==> src/rtl/db_pkg.sv <==
// Shared constants, counter type and width helper for the DB debouncer family.
package db_pkg;

   localparam int DB_SYNC_STAGES_MIN = 2;
   localparam int DB_CTR_W_MAX       = 32;

   // Wide carrier for counter limits; channels slice it down to their own width.
   typedef logic [DB_CTR_W_MAX-1:0] db_ctr_t;

   function automatic int db_ctr_w(input int limit);
      return $clog2(limit + 1);
   endfunction

endpackage

==> src/rtl/db_channel.sv <==
// One debounce channel: synchroniser, stability counter, level and edge pulses.
// Long-press detection is built only when DB_LONG_PRESS_EN is defined.
module db_channel
   import db_pkg::*;
#(
   parameter int LIMIT       = 4,
   parameter int SYNC_STAGES = 2,
   parameter bit RESET_LEVEL = 1'b0,
   parameter int LONG_LIMIT  = 1000
) (
   input  logic clk,
   input  logic rst_n,
   input  logic button,
   output logic signal,
   output logic rise,
   output logic fall,
   output logic long_press
);

   localparam int      CW    = db_ctr_w(LIMIT);
   localparam db_ctr_t LIM_C = db_ctr_t'(LIMIT);
   localparam logic [CW-1:0] LIM = LIM_C[CW-1:0];

   if (LONG_LIMIT < 1) begin : g_chk_long_limit
      $error("db_channel: LONG_LIMIT must be >= 1");
   end

   logic [SYNC_STAGES-1:0] sync;
   logic                   s;
   logic                   prev;
   logic                   signal_nxt;
   logic [CW-1:0]          cnt;

   assign s          = sync[SYNC_STAGES-1];
   // A level is accepted only once prev has been stable for LIMIT compares.
   assign signal_nxt = (cnt == LIM) ? prev : signal;

   always_ff @(posedge clk or negedge rst_n) begin
      if (!rst_n) begin
         sync   <= {SYNC_STAGES{RESET_LEVEL}};
         prev   <= RESET_LEVEL;
         cnt    <= '0;
         signal <= RESET_LEVEL;
         rise   <= 1'b0;
         fall   <= 1'b0;
      end else begin
         sync   <= {sync[SYNC_STAGES-2:0], button};
         prev   <= s;
         if (s != prev)
            cnt <= '0;
         else if (cnt != LIM)
            cnt <= cnt + CW'(1);
         signal <= signal_nxt;
         rise   <= signal_nxt & ~signal;
         fall   <= ~signal_nxt & signal;
      end
   end

`ifdef DB_LONG_PRESS_EN
   localparam int      LW     = db_ctr_w(LONG_LIMIT);
   localparam db_ctr_t LLIM_C = db_ctr_t'(LONG_LIMIT);
   localparam logic [LW-1:0] LLIM = LLIM_C[LW-1:0];

   logic [LW-1:0] lp_cnt;
   logic [LW-1:0] lp_nxt;

   always_comb begin
      lp_nxt = lp_cnt;
      if (signal == RESET_LEVEL)
         lp_nxt = '0;
      else if (lp_cnt != LLIM)
         lp_nxt = lp_cnt + LW'(1);
   end

   // Pulse only on the edge into saturation, so a held press fires once.
   always_ff @(posedge clk or negedge rst_n) begin
      if (!rst_n) begin
         lp_cnt     <= '0;
         long_press <= 1'b0;
      end else begin
         lp_cnt     <= lp_nxt;
         long_press <= (lp_nxt == LLIM) && (lp_cnt != LLIM);
      end
   end
`else
   assign long_press = 1'b0;
`endif

endmodule

==> src/rtl/db_multi_debouncer.sv <==
// Multi-channel debouncer: CHANNELS independent db_channel instances.
// Optional long-press pulses are enabled by defining DB_LONG_PRESS_EN.
module db_multi_debouncer
   import db_pkg::*;
#(
   parameter int CHANNELS    = 4,
   parameter int LIMIT       = 4,
   parameter int SYNC_STAGES = 2,
   parameter bit RESET_LEVEL = 1'b0,
   parameter int LONG_LIMIT  = 1000
) (
   input  logic                clk,
   input  logic                rst_n,
   input  logic [CHANNELS-1:0] button,
   output logic [CHANNELS-1:0] signal,
   output logic [CHANNELS-1:0] rise,
   output logic [CHANNELS-1:0] fall,
   output logic [CHANNELS-1:0] long_press
);

   if (CHANNELS < 1) begin : g_chk_channels
      $error("db_multi_debouncer: CHANNELS must be >= 1");
   end
   if (LIMIT < 1) begin : g_chk_limit
      $error("db_multi_debouncer: LIMIT must be >= 1");
   end
   if (SYNC_STAGES < DB_SYNC_STAGES_MIN) begin : g_chk_sync
      $error("db_multi_debouncer: SYNC_STAGES below minimum");
   end

   for (genvar i = 0; i < CHANNELS; i++) begin : g_ch
      db_channel #(
         .LIMIT       (LIMIT),
         .SYNC_STAGES (SYNC_STAGES),
         .RESET_LEVEL (RESET_LEVEL),
         .LONG_LIMIT  (LONG_LIMIT)
      ) u_ch (
         .clk        (clk),
         .rst_n      (rst_n),
         .button     (button[i]),
         .signal     (signal[i]),
         .rise       (rise[i]),
         .fall       (fall[i]),
         .long_press (long_press[i])
      );
   end

endmodule

==> config.mk <==
export PLATFORM = sky130hd
export DESIGN_NAME = db_multi_debouncer
export DESIGN_NICKNAME = d
export VERILOG_FILES = /design/src/rtl/db_pkg.sv /design/src/rtl/db_channel.sv /design/src/rtl/db_multi_debouncer.sv
export SDC_FILE = /design/constraint.sdc
export NUM_CORES = 1
export LEC_CHECK = 0
export CORE_AREA = 2 2 62 64
export CTS_CLUSTER_DIAMETER = 30
export DETAILED_ROUTE_END_ITERATION = 12
export DIE_AREA = 0 0 64 66
export PLACE_DENSITY = 0.67
export REMOVE_ABC_BUFFERS = 1
export SYNTH_ARGS = -nofsm -noshare
export SYNTH_HDL_FRONTEND = slang
export SYNTH_SLANG_ARGS = --single-unit
==> constraint.sdc <==
create_clock -name clk -period 1.8 [get_ports clk]
set_input_delay 0.45 -clock clk [delete_from_list [all_inputs] [get_ports clk]]
set_output_delay 0.45 -clock clk [all_outputs]
set_load 0.02 [all_outputs]
======== Word level (Yosys, flattened, before mapping) ========
Index checks and enable logic that the tools add are counted.
storage, ports and cells
  flip-flop bits (word level) ............. 36
  input port bits ......................... 6
  output and inout bits ................... 16
  word-level logic and storage cells ...... 72
operators by class
  add/subtract/negate cells ............... 4
  equality and inequality tests ........... 12
  mux-type cells .......................... 12
  bitwise operators ....................... 16
  reduce and logical (&&, ||, !) cells .... 4
operators by type and width
  operator                                                        count
  3-bit 2-to-1 mux                                                8
  3-bit by 1-bit adder with 3-bit output (second input constant)  4
  3-bit equality test (second input constant)                     4
  3-bit != test (second input constant)                           4
  1-bit bitwise AND                                               8
  1-bit inverter                                                  8
  2-bit nonzero test                                              4
  1-bit 2-to-1 mux                                                4
  1-bit != test                                                   4

======== Depth between registers and ports, before layout ========
Gate-level depths: netlist (run 1).
  depth in word-level cells ............... 4
  mapped depth ............................ 4
  mapped depth without buffers ............ 4

======== Cells and area by module ========
Synthesis (run 1) repeated with hierarchy kept, for this count alone.
second synthesis, totals
  cells, all modules ...................... 116
  area total of the unflattened synthesis .. 1,486.4 sq um
by module, submodules not included
  module      times used  cells an instance  area each (sq um)  sequential area each (sq um)
  db_channel  4           29                 371.6              225.2

======== Worst setup path before layout (run 1) ========
No wires, ideal clock.
  path kind ............................... register to register
  start ................................... reg g_ch[3].u_ch.cnt[0]
  end ..................................... reg g_ch[3].u_ch.signal
  arrival time ............................ 1.046 ns
  required time ........................... 1.675 ns
  path slack .............................. 0.629 ns
  stages on the path, launching flop included .. 5
  buffers on the path ..................... 0
  period minus slack after synthesis ...... 1.171 ns
  path through ............................ dfrtp_1 > inv_1 > ha_1 > nand2_2 > mux2_4
on the way
  word-level cells in the longest chain between the ends .. 2
ends and longest elaborated chain
  item                         line              source
  start, declared              db_channel.sv:32  logic [CW-1:0] cnt;
  start signal, assigned       db_channel.sv:52  cnt <= cnt + CW'(1);
  3-bit equality test          db_channel.sv:36  assign signal_nxt = (cnt == LIM) ? prev : signal;
  1-bit 2-to-1 mux             db_channel.sv:36
  via g_ch[3].u_ch.signal_nxt  db_channel.sv:31  logic signal_nxt;
  end signal, assigned         db_channel.sv:53  signal <= signal_nxt;
  end, declared                db_channel.sv:14  output logic signal,
The timed path passes the listed nets, and every way through them passes these cells.
A chain may end at the register's enable or synchronous reset.

======== Final worst setup path (run 1) ========
  start ................................... reg g_ch[0].u_ch.rise
  end ..................................... out rise[0]
RTL lines
  item                    line                      source
  start, declared         db_channel.sv:15          output logic rise,
  start signal, assigned  db_channel.sv:54          rise <= signal_nxt & ~signal;
  end, declared           db_multi_debouncer.sv:16  output logic [CHANNELS-1:0] rise,
No word-level cell between the ends.

==> results.yml, run 1 <==
floorplanning:
  core_area_mm2: 0.003551
  initial_core_util: 0.4397
  die-area_mm2: 0.004224
  chipWidth_um: 64
  rows: 22
  die_h_um: 66
  top_level_ports: 22
setup_path:
  crit_slowest_cell: "clkdlybuf4s50_1"
  worstSetupPathDepth: 1
  cp_slowest_stage_delay_ns: 0.60
  crit_family: "buffers and inverters"
  worst_r2r_startpoint: "g_ch[3].u_ch.cnt[0]$_DFFE_PN0P_"
  path_max_fanout: 1
  rrSetupSlack_ns: 0.53
  cp-endpoint: "rise[0]"
  cp.buffers_inverters: 1
  critical_path_arrival_ns: 1.28
  crit_required_ns: 1.35
  critPathLaunchType: "flop"
  crit_type: "flop to primary output"
  worstReg2RegEnd: "g_ch[3].u_ch.signal$_DFF_PN0_"
  path_cells: "clkdlybuf4s50_1"
  cp-startpoint: "g_ch[0].u_ch.rise$_DFF_PN0_"
  rr_worst_depth: 4
  end_kind: "primary output"
cells_and_area:
  final_cell_count_no_fill: 186
  final_common_cell: "dfrtp_1"
  drive_gt1_frac: 0.1812
  layout_common_cells: "36 x dfrtp_1, 12 x clkdlybuf4s50_1"
  fin_nets: 151
  syn_to_final_growth_pct: 12.98
  fillCellCount: 303
  antenna_cells: 0
place:
  numPortBuffers: 17
  hpwl_um: 1528
  dpl.cell_count: 178
  post-place-ws_ns: 0.3599
  place.gp.congestion: 0.7076
clocking:
  insertion_delay_ns: 0.35
  clkTransAtPathRegs_ns: 0.10
  clk_path_buf_depth: 2
  clockRootBuffer: "clkbuf_4"
  ctsHoldBuffers: 0
  htree_levels: 2
  numCtsBuffers: 5
  clock_sinks: 36
  cts_tree: "built"
drt:
  wirelength_um: 2189
  ant_nets: 0
  drt_iter0_drc: 18
  drc_errors: 0
  wl_per_cell_um: 11.77
  vias: 869
  viasPerCell: 4.672
  drt_pre_antenna_iters: 4
power:
  p_leak_uw: 0.0008591
  p_seq_frac: 0.489
  p_per_area_mw_per_mm2: 1219
  ir_worst_vdd_v: 0.0005264
  p_clk_frac: 0.256
  power.internal_uw: 1514
  netSwitchingFraction: 0.2958
  p_comb_frac: 0.255
  power_uw: 2150
  switchingPower_uw: 635.9
worst_hold_path:
  holdPathStages: 0
  hold_path_class: "flop to flop"
yosys:
  yosysWarnings: 0
  synthMuxAreaShare: 0.03846
  postSynthAreaPerCell_um2: 12.49
  synth_top_area_share: 0.5769
  synth_area_leaders: "dfrtp_1 58%, buf_4 7.7%, ha_1 6.4%, mux2_4 3.8%, nor3b_1 3.8%"
  yosysUniqueCellTypes: 18
  synth_fa_ha_area_frac: 0.06410
  ys_ff_latch: 36
  synth_top_area_cell: "dfrtp_1"
  synth_xor_area_frac: 0.02244
  syn_area_mm2: 0.001561
  yosysSeqAreaShare: 0.5769
  synth-simple-area-share: 0.1266
  syn_inst: 125
  synth_top_family_by_area: "simple AND/OR/NAND/NOR gates"
  synth_compound_gate_area_share: 0.07292
sta:
  report.final.hold_viol_count: 0
  fin_setup_tns_ns: 0
  min_period_ns: 1.734
  hold_slack_ns: 0.3580
  fin_crit_sh: 0.9631
  worst_slack_ns: 0.06636
  slew_violations: 0
  rsz0062_at_grt: "false"
  finClkSkew_ns: 0.006326
  setup_violations: 0
  clock.fmax_mhz: 576.8
global_route:
  track_usage: 0.1242
  gr-total-overflow: 0
  antenna_found_initial: 0
  grt_max_degree: 37
  grt_pass1_wl_um: 3905
  grt_pass1_vias: 912
run_status:
  status: "completed"
flow_run:
  cap_violations: 0
[cells in the mapped netlist, drive strengths merged]
cell type / instances
nand3: 8
dfrtp: 36
a21o: 4
nand2: 4
conb: 1
buf: 16
nor3b: 8
xor2: 4
and3b: 4
nor2: 4
nor3: 4
mux2: 4
a21bo: 4
a21oi: 8
ha: 8
inv: 8
[repair_timing]
action / CTS / global route
gates resized for setup: 4 / 1
setup buffers: 0 / 0
pin swaps: 0 / 0
setup endpoints to repair: 4 / 1
endpoints found under the hold margin: 0 / 0
[through the flow]
step	area, µm²	utilization
after floorplan	1453	-
after global placement	1690	0.4760
after detailed placement	1690	0.4760
after CTS	1762	0.4961
after global routing	1764	0.4968
final	1764	0.4968
[per-layer routing]
| layer | wire, µm | part of all wire | global-route usage | up-vias |
|---|---|---|---|---|
| met5 | 0 | 0 | 0 | - |
| met4 | 41 | 0.019 | 0.04891 | 0 |
| met3 | 117 | 0.053 | 0.05622 | 6 |
| met2 | 1115 | 0.51 | 0.2109 | 19 |
| met1 | 914 | 0.42 | 0.1352 | 424 |
| li1 | - | - | - | 420 |
[flip-flops by register name, summed over array words and instances (netlist names)]
register and cells:
g_ch.u_ch.cnt 12, g_ch.u_ch.sync 8, g_ch.u_ch.fall 4, g_ch.u_ch.rise 4, g_ch.u_ch.prev 4, g_ch.u_ch.signal 4
[power by group through the flow]
stage / combinational (µW) / clock (µW) / sequential (µW)
after floorplan: 343 / 0 / 1110
after global placement: 560 / 0 / 1050
after detailed placement: 587 / 0 / 1070
after CTS: 559 / 572 / 1050
after global routing: 611 / 619 / 1070
final: 549 / 551 / 1050
[final cells by class]
cell class / count / area (µm²) / area share
inverters: 8 / 30.03 / 0.01702
clock inverters: 2 / 35.03 / 0.01986
clock buffers: 6 / 41.29 / 0.02340
flip-flops and latches: 36 / 900.9 / 0.5106
repair buffers: 18 / 175.2 / 0.09929
well taps: 48 / 60.06 / 0.03404
multi-input cells: 68 / 521.8 / 0.2957
[worst min-delay path by stage]
stage / to / from / slack [ns]
2_1_floorplan: g_ch[0].u_ch.cnt[0]$_DFFE_PN0P_ / rst_n / 0.15
4_1_cts: g_ch[2].u_ch.sync[1]$_DFF_PN0_ / g_ch[2].u_ch.sync[0]$_DFF_PN0_ / 0.36
3_5_place_dp: g_ch[2].u_ch.sync[1]$_DFF_PN0_ / g_ch[2].u_ch.sync[0]$_DFF_PN0_ / 0.33
6_report: g_ch[2].u_ch.sync[1]$_DFF_PN0_ / g_ch[2].u_ch.sync[0]$_DFF_PN0_ / 0.36
3_3_place_gp: g_ch[2].u_ch.sync[1]$_DFF_PN0_ / g_ch[2].u_ch.sync[0]$_DFF_PN0_ / 0.33
5_1_grt: g_ch[2].u_ch.sync[1]$_DFF_PN0_ / g_ch[2].u_ch.sync[0]$_DFF_PN0_ / 0.37
[cells by family (layout without fill, tap and decap cells)]
group / count (synthesis) / count (layout)
AOI/OAI and AO/OA: 16 / 16
xor gates and xnor gates: 4 / 4
adders and majority gates: 8 / 8
buffers and inverters: 24 / 34
DFF: 36 / 36
muxes: 4 / 4
other: 1 / 4
and+or+nand+nor: 32 / 32
Note: power is estimated with default switching activity, not from simulation.
==> run 2, diff against run 1 <==
--- a/config.mk
+++ b/config.mk
@@ -9,7 +9,7 @@
 export CTS_CLUSTER_DIAMETER = 30
 export DETAILED_ROUTE_END_ITERATION = 12
 export DIE_AREA = 0 0 64 66
-export PLACE_DENSITY = 0.67
+export PLACE_DENSITY_LB_ADDON = 0.3
 export REMOVE_ABC_BUFFERS = 1
 export SYNTH_ARGS = -nofsm -noshare
 export SYNTH_HDL_FRONTEND = slang
==> run 2 against run 1 <==
Effect of this change:
- non-clock buffer count stayed put
- largest cell class unchanged
- flip-flop and latch count unchanged
- power down 4.9%
- clock power is 20% lower
- final cell count unchanged
- global-route usage grew 0.45 points
- first-iteration DRC count down 56%
- sequential share of layout area rose by 0.51 points
- count of clock-buffer cells in the layout up 2
==> results.yml, run 2 (same netlist as run 1, synthesis figures left out) <==
run_status:
  status: "completed"
global_route:
  grt_pass1_vias: 935
  grt_max_degree: 37
  antenna_found_initial: 0
  grt_pass1_wl_um: 4002
  track_usage: 0.1288
  gr-total-overflow: 0
clocking:
  cts_tree: "built"
  clockRootBuffer: "clkbuf_4"
  clock_sinks: 36
  clk_path_buf_depth: 2
  ctsHoldBuffers: 0
  post-cts-setup-buffer-count: 0
  clkTransAtPathRegs_ns: 0.10
  insertion_delay_ns: 0.33
  htree_levels: 2
  numCtsBuffers: 5
drt:
  wl_per_cell_um: 11.76
  viasPerCell: 4.731
  drt_pre_antenna_iters: 4
  drc_errors: 0
  drt_iter0_drc: 8
  vias: 880
  wirelength_um: 2187
  ant_nets: 0
floorplanning:
  initial_core_util: 0.4397
  core_area_mm2: 0.003551
  die-area_mm2: 0.004224
  rows: 22
  top_level_ports: 22
  chipWidth_um: 64
  die_h_um: 66
setup_path:
  rrSetupSlack_ns: 0.51
  cp.buffers_inverters: 1
  end_kind: "primary output"
  crit_family: "buffers and inverters"
  crit_slowest_cell: "clkdlybuf4s50_1"
  crit_required_ns: 1.35
  rr_worst_depth: 4
  worstReg2RegEnd: "g_ch[3].u_ch.signal$_DFF_PN0_"
  crit_type: "flop to primary output"
  worstSetupPathDepth: 1
  cp_slowest_stage_delay_ns: 0.60
  path_max_fanout: 1
  critical_path_arrival_ns: 1.27
  path_cells: "clkdlybuf4s50_1"
  worst_r2r_startpoint: "g_ch[3].u_ch.cnt[0]$_DFFE_PN0P_"
  critPathLaunchType: "flop"
power:
  power_uw: 2044
  p_clk_frac: 0.215
  netSwitchingFraction: 0.3072
  p_comb_frac: 0.272
  switchingPower_uw: 628.0
  power.internal_uw: 1416
  p_seq_frac: 0.513
  ir_worst_vdd_v: 0.0005248
  p_leak_uw: 0.0008494
  p_per_area_mw_per_mm2: 1170
place:
  place.gp.congestion: 0.6336
  dpl.cell_count: 178
  numPortBuffers: 17
  hpwl_um: 1548
worst_hold_path:
  holdPathStages: 0
  hp-start: "g_ch[1].u_ch.sync[0]$_DFF_PN0_"
  hold_end: "g_ch[1].u_ch.sync[1]$_DFF_PN0_"
  hold_path_class: "flop to flop"
sta:
  fin_crit_sh: 0.9556
  hold_slack_ns: 0.3608
  min_period_ns: 1.720
  clock.fmax_mhz: 581.4
  report.final.hold_viol_count: 0
  fin_setup_tns_ns: 0
  rsz0062_at_grt: "false"
  slew_violations: 0
  finClkSkew_ns: 0.008161
  setup_violations: 0
cells_and_area:
  layout_common_cells: "36 x dfrtp_1, 12 x clkdlybuf4s50_1"
  largest_register_ffs: 12
  final_cell_count_no_fill: 186
  utilization: 0.4919
  drive_gt1_frac: 0.1739
  regMostFlops: "g_ch.u_ch.cnt"
  fin_nets: 151
  syn_to_final_growth_pct: 11.86
  reg.largest.list: "g_ch.u_ch.cnt x12, g_ch.u_ch.sync x8"
  antenna_cells: 0
  final_common_cell: "dfrtp_1"
flow_run:
  cap_violations: 0
run 2: what timing repair did:
| action | in CTS | in global routing |
|---|---|---|
| gates resized for setup | 4 | 1 |
| pin swaps | 0 | 0 |
| setup endpoints to repair | 4 | 1 |
run 2: power by group through the flow:
| stage | logic (µW) | registers [µW] | clock network, µW |
|---|---|---|---|
| global placement | 558 | 1050 | 0 |
| global route | 624 | 1070 | 494 |
| floorplan | 343 | 1110 | 0 |
| CTS | 565 | 1050 | 462 |
| detailed placement | 594 | 1060 | 0 |
| finish | 556 | 1050 | 439 |
run 2: metrics by stage:
| step | instance area [µm²] | setup slack [ns] |
|---|---|---|
| finish | 1747 | 0.07998 |
| global route | 1747 | 0.01453 |
| CTS | 1744 | 0.02770 |
| detailed placement | 1690 | 0.3736 |
| global placement | 1690 | 0.3832 |
| floorplan | 1453 | 0.6291 |
run 2: cell type report:
type,instances,area (µm²)
multi-input combinational,68,521.8
clock buffer,8,58.81
sequential,36,900.9
tap,48,60.06
timing repair buffer,18,175.2
inverter,8,30.03
fill,315,1804
run 2: how the worst max path moves through the flow:
stage	startpoint	end	slack [ns]
floorplan	g_ch[3].u_ch.cnt[0]$_DFFE_PN0P_	g_ch[3].u_ch.signal$_DFF_PN0_	0.63
global route	g_ch[3].u_ch.fall$_DFF_PN0_	fall[3]	0.01
finish	g_ch[0].u_ch.fall$_DFF_PN0_	fall[0]	0.08
CTS	g_ch[3].u_ch.rise$_DFF_PN0_	rise[3]	0.03
global placement	g_ch[3].u_ch.signal$_DFF_PN0_	signal[3]	0.38
detailed placement	g_ch[3].u_ch.signal$_DFF_PN0_	signal[3]	0.37
run 2: routing by layer:
layer | global-route usage | vias up | share of wire
li1 | - | 426 | -
met1 | 0.1344 | 431 | 0.41
met2 | 0.2266 | 19 | 0.52
met3 | 0.05792 | 4 | 0.053
met4 | 0.04891 | 0 | 0.016
met5 | 0 | - | 0
==> run 3, diff against run 2 <==
--- a/config.mk
+++ b/config.mk
@@ -5,10 +5,10 @@
 export SDC_FILE = /design/constraint.sdc
 export NUM_CORES = 1
 export LEC_CHECK = 0
-export CORE_AREA = 2 2 62 64
+export CORE_AREA = 2 2 61 63
 export CTS_CLUSTER_DIAMETER = 30
 export DETAILED_ROUTE_END_ITERATION = 12
-export DIE_AREA = 0 0 64 66
+export DIE_AREA = 0 0 63 65
 export PLACE_DENSITY_LB_ADDON = 0.3
 export REMOVE_ABC_BUFFERS = 1
 export SYNTH_ARGS = -nofsm -noshare
==> constraint.sdc (replaced) <==
create_clock -name clk -period 1.46 [get_ports clk]
set_input_delay 0.365 -clock clk [delete_from_list [all_inputs] [get_ports clk]]
set_output_delay 0.365 -clock clk [all_outputs]
set_load 0.02 [all_outputs]
==> run 3 against run 2 <==
Effect of this change:
- non-clock buffer count unchanged
- register-to-register slack worse by 0.34 ns
- die area shrank 3.1%
- sequential share of layout area rose by 0.26 points
- count of clock-buffer cells in the layout down 1
- largest power group unchanged
- clock skew grew 0.0017 ns
==> results.yml, run 3 (same netlist as run 1, synthesis figures left out) <==
setup_path:
  path_cells: "dlygate4sd2_1"
  crit_slowest_cell: "dfrtp_1"
  worst_r2r_startpoint: "g_ch[3].u_ch.cnt[0]$_DFFE_PN0P_"
  path_max_fanout: 1
  critPathLaunchType: "flop"
  cp_slowest_stage_delay_ns: 0.38
  critical_path_arrival_ns: 1.03
  crit_family: "flip-flops"
  cp-startpoint: "g_ch[1].u_ch.rise$_DFF_PN0_"
  crit_required_ns: 1.10
  crit_type: "flop to primary output"
  end_kind: "primary output"
  cp.buffers_inverters: 1
power:
  power_uw: 2525
  ir_worst_vdd_v: 0.0005649
  p_leak_uw: 0.0008720
  p_per_area_mw_per_mm2: 1453
cells_and_area:
  final_common_cell: "dfrtp_1"
  syn_to_final_growth_pct: 11.30
  antenna_cells: 0
  regMostFlops: "g_ch.u_ch.cnt"
  drive_gt1_frac: 0.2117
  fillCellCount: 318
  largest_register_ffs: 12
  fin_nets: 151
  reg.largest.list: "g_ch.u_ch.cnt x12, g_ch.u_ch.sync x8"
place:
  numPortBuffers: 17
  place.gp.congestion: 0.6346
  post-place-ws_ns: 0.1096
  hpwl_um: 1488
floorplanning:
  chipWidth_um: 63
  die_h_um: 65
  die-area_mm2: 0.004095
  initial_core_util: 0.4467
  rows: 22
  top_level_ports: 22
  core_area_mm2: 0.003496
drt:
  ant_nets: 0
  vias: 862
  wirelength_um: 2084
  drt_iter0_drc: 25
  wl_per_cell_um: 11.26
  viasPerCell: 4.659
  drc_errors: 0
  drt_pre_antenna_iters: 4
global_route:
  antenna_found_initial: 0
  grt_pass1_wl_um: 3746
  grt_pass1_vias: 874
  track_usage: 0.1242
  gr-total-overflow: 0
  grt_max_degree: 37
sta:
  slew_violations: 0
  setup_violations: 0
  min_period_ns: 1.390
  finClkSkew_ns: 0.009907
  clock.fmax_mhz: 719.2
  rsz0062_at_grt: "false"
  fin_crit_sh: 0.9524
  fin_setup_tns_ns: 0
  worst_slack_ns: 0.06956
  report.final.hold_viol_count: 0
worst_hold_path:
  hp-start: "g_ch[0].u_ch.sync[0]$_DFF_PN0_"
  hold_path_class: "flop to flop"
clocking:
  numCtsBuffers: 5
  clk_path_buf_depth: 2
  clockRootBuffer: "clkbuf_4"
  cts_tree: "built"
  htree_levels: 2
  post-cts-setup-buffer-count: 0
  clkTransAtPathRegs_ns: 0.10
  clock_sinks: 36
  ctsHoldBuffers: 0
  insertion_delay_ns: 0.34
run_status:
  status: "completed"
flow_run:
  cap_violations: 0
[run 3: cell count changes in the layout (fill, tap and decap cells not counted)]
cell	previous run	this run
buf_4	1	0
buf_12	0	1
clkdlybuf4s50_1	12	5
dlygate4sd2_1	4	8
clkbuf_2	0	4
dlymetal6s2s_1	1	0
clkbuf_8	1	2
clkbuf_1	2	0
[run 3: routing by layer]
layer	part of all wire	vias up	routed length (µm)	global-route usage
met1	0.42	414	873	0.1205
li1	-	419	-	-
met3	0.071	5	147	0.06076
met2	0.49	24	1021	0.2088
met4	0.020	0	41	0.08333
met5	0	-	0	0
[run 3: cell type report]
class	instances	area (µm²)	share of cell area
multi-input cells	68	521.8	0.3002
flip-flops and latches	36	900.9	0.5184
well taps	48	60.06	0.03456
inverters	8	30.03	0.01728
clock buffers	7	65.06	0.03744
repair buffers	18	160.2	0.09215
[run 3: where the power goes]
part           internal [µW]  switching, µW  total [µW]
Combinational            345            322         667
Sequential              1150            146        1290
Clock                    273            291         564
Total                   1770            759        2530
[run 3: per-stage QoR]
stage / cell area (µm²) / util / hold slack (ns) / std cells
finish: 1738 / 0.4971 / 0.3546 / 185
global route: 1738 / 0.4971 / 0.3713 / 185
CTS: 1758 / 0.5029 / 0.3567 / 185
detailed placement: 1703 / 0.4871 / 0.3347 / 178
global placement: 1703 / 0.4871 / 0.3354 / 178
floorplan: 1453 / - / 0.06941 / 112
[run 3: path summary, 6_finish.rpt]
check                                                       to  slack [ns]  cells past startpoint
worst max-delay path                                   rise[1]        0.07                      1
worst min-delay path            g_ch[0].u_ch.sync[1]$_DFF_PN0_        0.35                      0
worst max register to register   g_ch[3].u_ch.signal$_DFF_PN0_        0.17                      4
worst min register to register  g_ch[0].u_ch.sync[1]$_DFF_PN0_        0.35                      0
max in group asynchronous        g_ch[3].u_ch.signal$_DFF_PN0_        0.89                      2
min in group asynchronous          g_ch[2].u_ch.fall$_DFF_PN0_        0.39                      2
[run 3: repair_timing]
| action | in CTS | in global routing |
|---|---|---|
| endpoints found under the hold margin | 0 | 0 |
| resized for setup | 16 | 4 |
| setup endpoints to repair | 12 | 4 |
==> RTL change: new RTL, settings of run 3 <==
`LIMIT` is set to 4 in 2 places; all go to 3.
--- a/src/rtl/db_channel.sv
+++ b/src/rtl/db_channel.sv
@@ -3,7 +3,7 @@
 module db_channel
    import db_pkg::*;
 #(
-   parameter int LIMIT       = 4,
+   parameter int LIMIT       = 3,
    parameter int SYNC_STAGES = 2,
    parameter bit RESET_LEVEL = 1'b0,
    parameter int LONG_LIMIT  = 1000
--- a/src/rtl/db_multi_debouncer.sv
+++ b/src/rtl/db_multi_debouncer.sv
@@ -4,7 +4,7 @@
    import db_pkg::*;
 #(
    parameter int CHANNELS    = 4,
-   parameter int LIMIT       = 4,
+   parameter int LIMIT       = 3,
    parameter int SYNC_STAGES = 2,
    parameter bit RESET_LEVEL = 1'b0,
    parameter int LONG_LIMIT  = 1000
Formal check against the unedited RTL: not equivalent (Yosys sat finds a counterexample within 10 cycles, from zero or initial values and one cycle with rst_n low).
==> RTL change against run 3 <==
Sequential power shrank 8%; routed wire length shrank 26%; power shrank 9.8%; critical path depth is the same; sequential cell count shrank 4; clock power shrank 9.2%; count of clock-buffer cells in the layout grew 1; die area is the same; combinational power shrank 13%; synthesized area shrank 22%; final area shrank 19%; maximum frequency shrank 0.41%; worst setup slack lost 5.7 ps; largest power group unchanged.
==> RTL change: results (changes against run 3) <==
Inserted Clock Buffers -> 5 (unchanged)
Hold_buf cts -> 0 (unchanged)
CP Max Fanout -> 4 (+3)
Hold WC Path Type -> reg2reg
GRT overflow -> 0 (unchanged)
Antenna violations before repair -> 0 (unchanged)
Nets@finish -> 113 (-25%)
DR vias -> 628 (-27%)
Sequential element share of the synthesized area -> 65.6% (+7.9 points)
Worst Path Arrival -> 1030 ps (about the same)
CP delay by family, top -> flip-flops
Pin count of the biggest net entering global routing -> 33 (-11%)
List of most frequent post-synthesis cells -> dfrtp_1, buf_4, nor2_1
DR pass1 iterations -> 4 (unchanged)
Top Registers -> g_ch.u_ch.cnt x8, g_ch.u_ch.sync x8
Yosys warnings -> 0 (unchanged)
Hpwl dp -> 1070 um (-28%)
Pleak -> 0.717 nW (-18%)
Synth area leaders -> dfrtp_1, buf_4, xor2_1
Crit-path max cell delay -> 420 ps (+40 ps)
Mapped Cells -> 91 (-27%)
Vias/cell -> 4.13 (-11%)
Hold_sp -> g_ch[1].u_ch.sync[0]
Inserted Diodes -> 0 (unchanged)
Number of instances in the placed design -> 144 (-19%)
Vias in the first global route -> 637 (-27%)
Mux share of post-synthesis cell area -> 6.05% (+2.2 points)
# fillers -> 348 (+9.4%)
Total Routing Usage GR -> 9.10% (-3.3 points)
Post-synthesis compound-gate area fraction -> 0.410% (-6.9 points)
Peak supply drop -> 0.552 mV (-2.3%)
Number of DRC markers in iteration 0 -> 43 (+72%)
Critical Path Slowest Stage Cell -> dfrtp_1
Unique cell type count in the Yosys netlist -> 12 (-6)
Share of cells above drive strength 1 -> 7.69% (-13 points)
First-pass GRT wire length -> 2700 um (-28%)
Post-Place Cell Area -> 0.00136 mm2 (-20%)
Post-synthesis async set-or-reset flop share -> 100% (unchanged)
Post-Synth Adder-Cell Area -> 4.10% (-2.3 points)
Worst Setup SP -> g_ch[2].u_ch.signal
DRT Wirelength -> 1540 um (-26%)
Cell depth of the worst flop-to-flop path -> 2 (-2)
Port bufs -> 17 (unchanged)
Reg-to-Reg Start -> g_ch[2].u_ch.cnt[0]
Routability-driven placement congestion ratio -> 0.652 (+2.7%)
Max Clock Skew -> 4.04 ps (-5.87 ps)
Post-CTS sizing -> 12 (-4)
Clk_lat worst skew -> 320 ps (-20 ps)
Xor-xnor portion of the synthesized cell area -> 5.74% (+3.5 points)
Status -> completed
Clock Tree Root -> clkbuf_4
## RTL change: cell count changes after synthesis, moves of 5 or more
cell,run 3,this run
nand2_1,0,5
nand3_1,8,0
nor3b_1,8,0
inv_1,8,1
a21oi_1,8,0
nor2_1,4,13
## RTL change: cell type report
type / count / area [um2] / share of cell area [%]
Timing Repair Buffer: 18 / 176 / 12.5
Multi-Input combinational cell: 45 / 308 / 21.9
Inverter: 1 / 3.75 / 0.267
Tap cell: 48 / 60.1 / 4.27
Clock buffer: 8 / 58.8 / 4.18
Sequential cell: 32 / 801 / 56.9
## RTL change: layer usage
layer	track usage, %	vias to the layer above	routed length, um
li1	-	290	-
met1	9.46	311	653
met2	14.4	21	731
met3	5.38	6	121
met4	5.00	0	29
met5	0	-	0
## RTL change: report_power, final
group | switching, W | total [W] | internal, W
registers | 0.000121 | 0.00119 | 0.00107
logic | 0.000306 | 0.000577 | 0.000270
clock network | 0.000274 | 0.000512 | 0.000237
total | 0.000701 | 0.00228 | 0.00158
## RTL change: final timing paths
check	slack (ps)	endpoint
max	60	signal[2]
max in group asynchronous	900	g_ch[0].u_ch.sync[1]
max reg2reg	330	g_ch[2].u_ch.signal
min in group asynchronous	390	g_ch[2].u_ch.prev
min reg2reg	360	g_ch[1].u_ch.sync[1]
min	360	g_ch[1].u_ch.sync[1]
## RTL change: logic make-up (layout without fill, tap and decap cells)
family	Yosys count	in the layout
compound gates	1	1
xor+xnor	8	8
fa+ha+maj	4	4
buf+inv	17	27
flops	32	32
mux	7	7
other cells	1	4
simple gates	21	21
## RTL change: worst reg2reg max path, stage by stage (launching register included)
cell,delay (ps)
dfrtp_1,400
ha_1,280
mux2_1,340
## RTL change: metrics by stage
stage / setup slack, ps / power (W) / hold WS (ps)
final: 63.8 / 0.00228 / 356
after global routing: 3.02 / 0.00245 / 361
after CTS: 6.51 / 0.00232 / 358
after detailed placement: 108 / 0.00185 / 336
after global placement: 122 / 0.00180 / 332
after floorplan: 398 / 0.00158 / 69.4
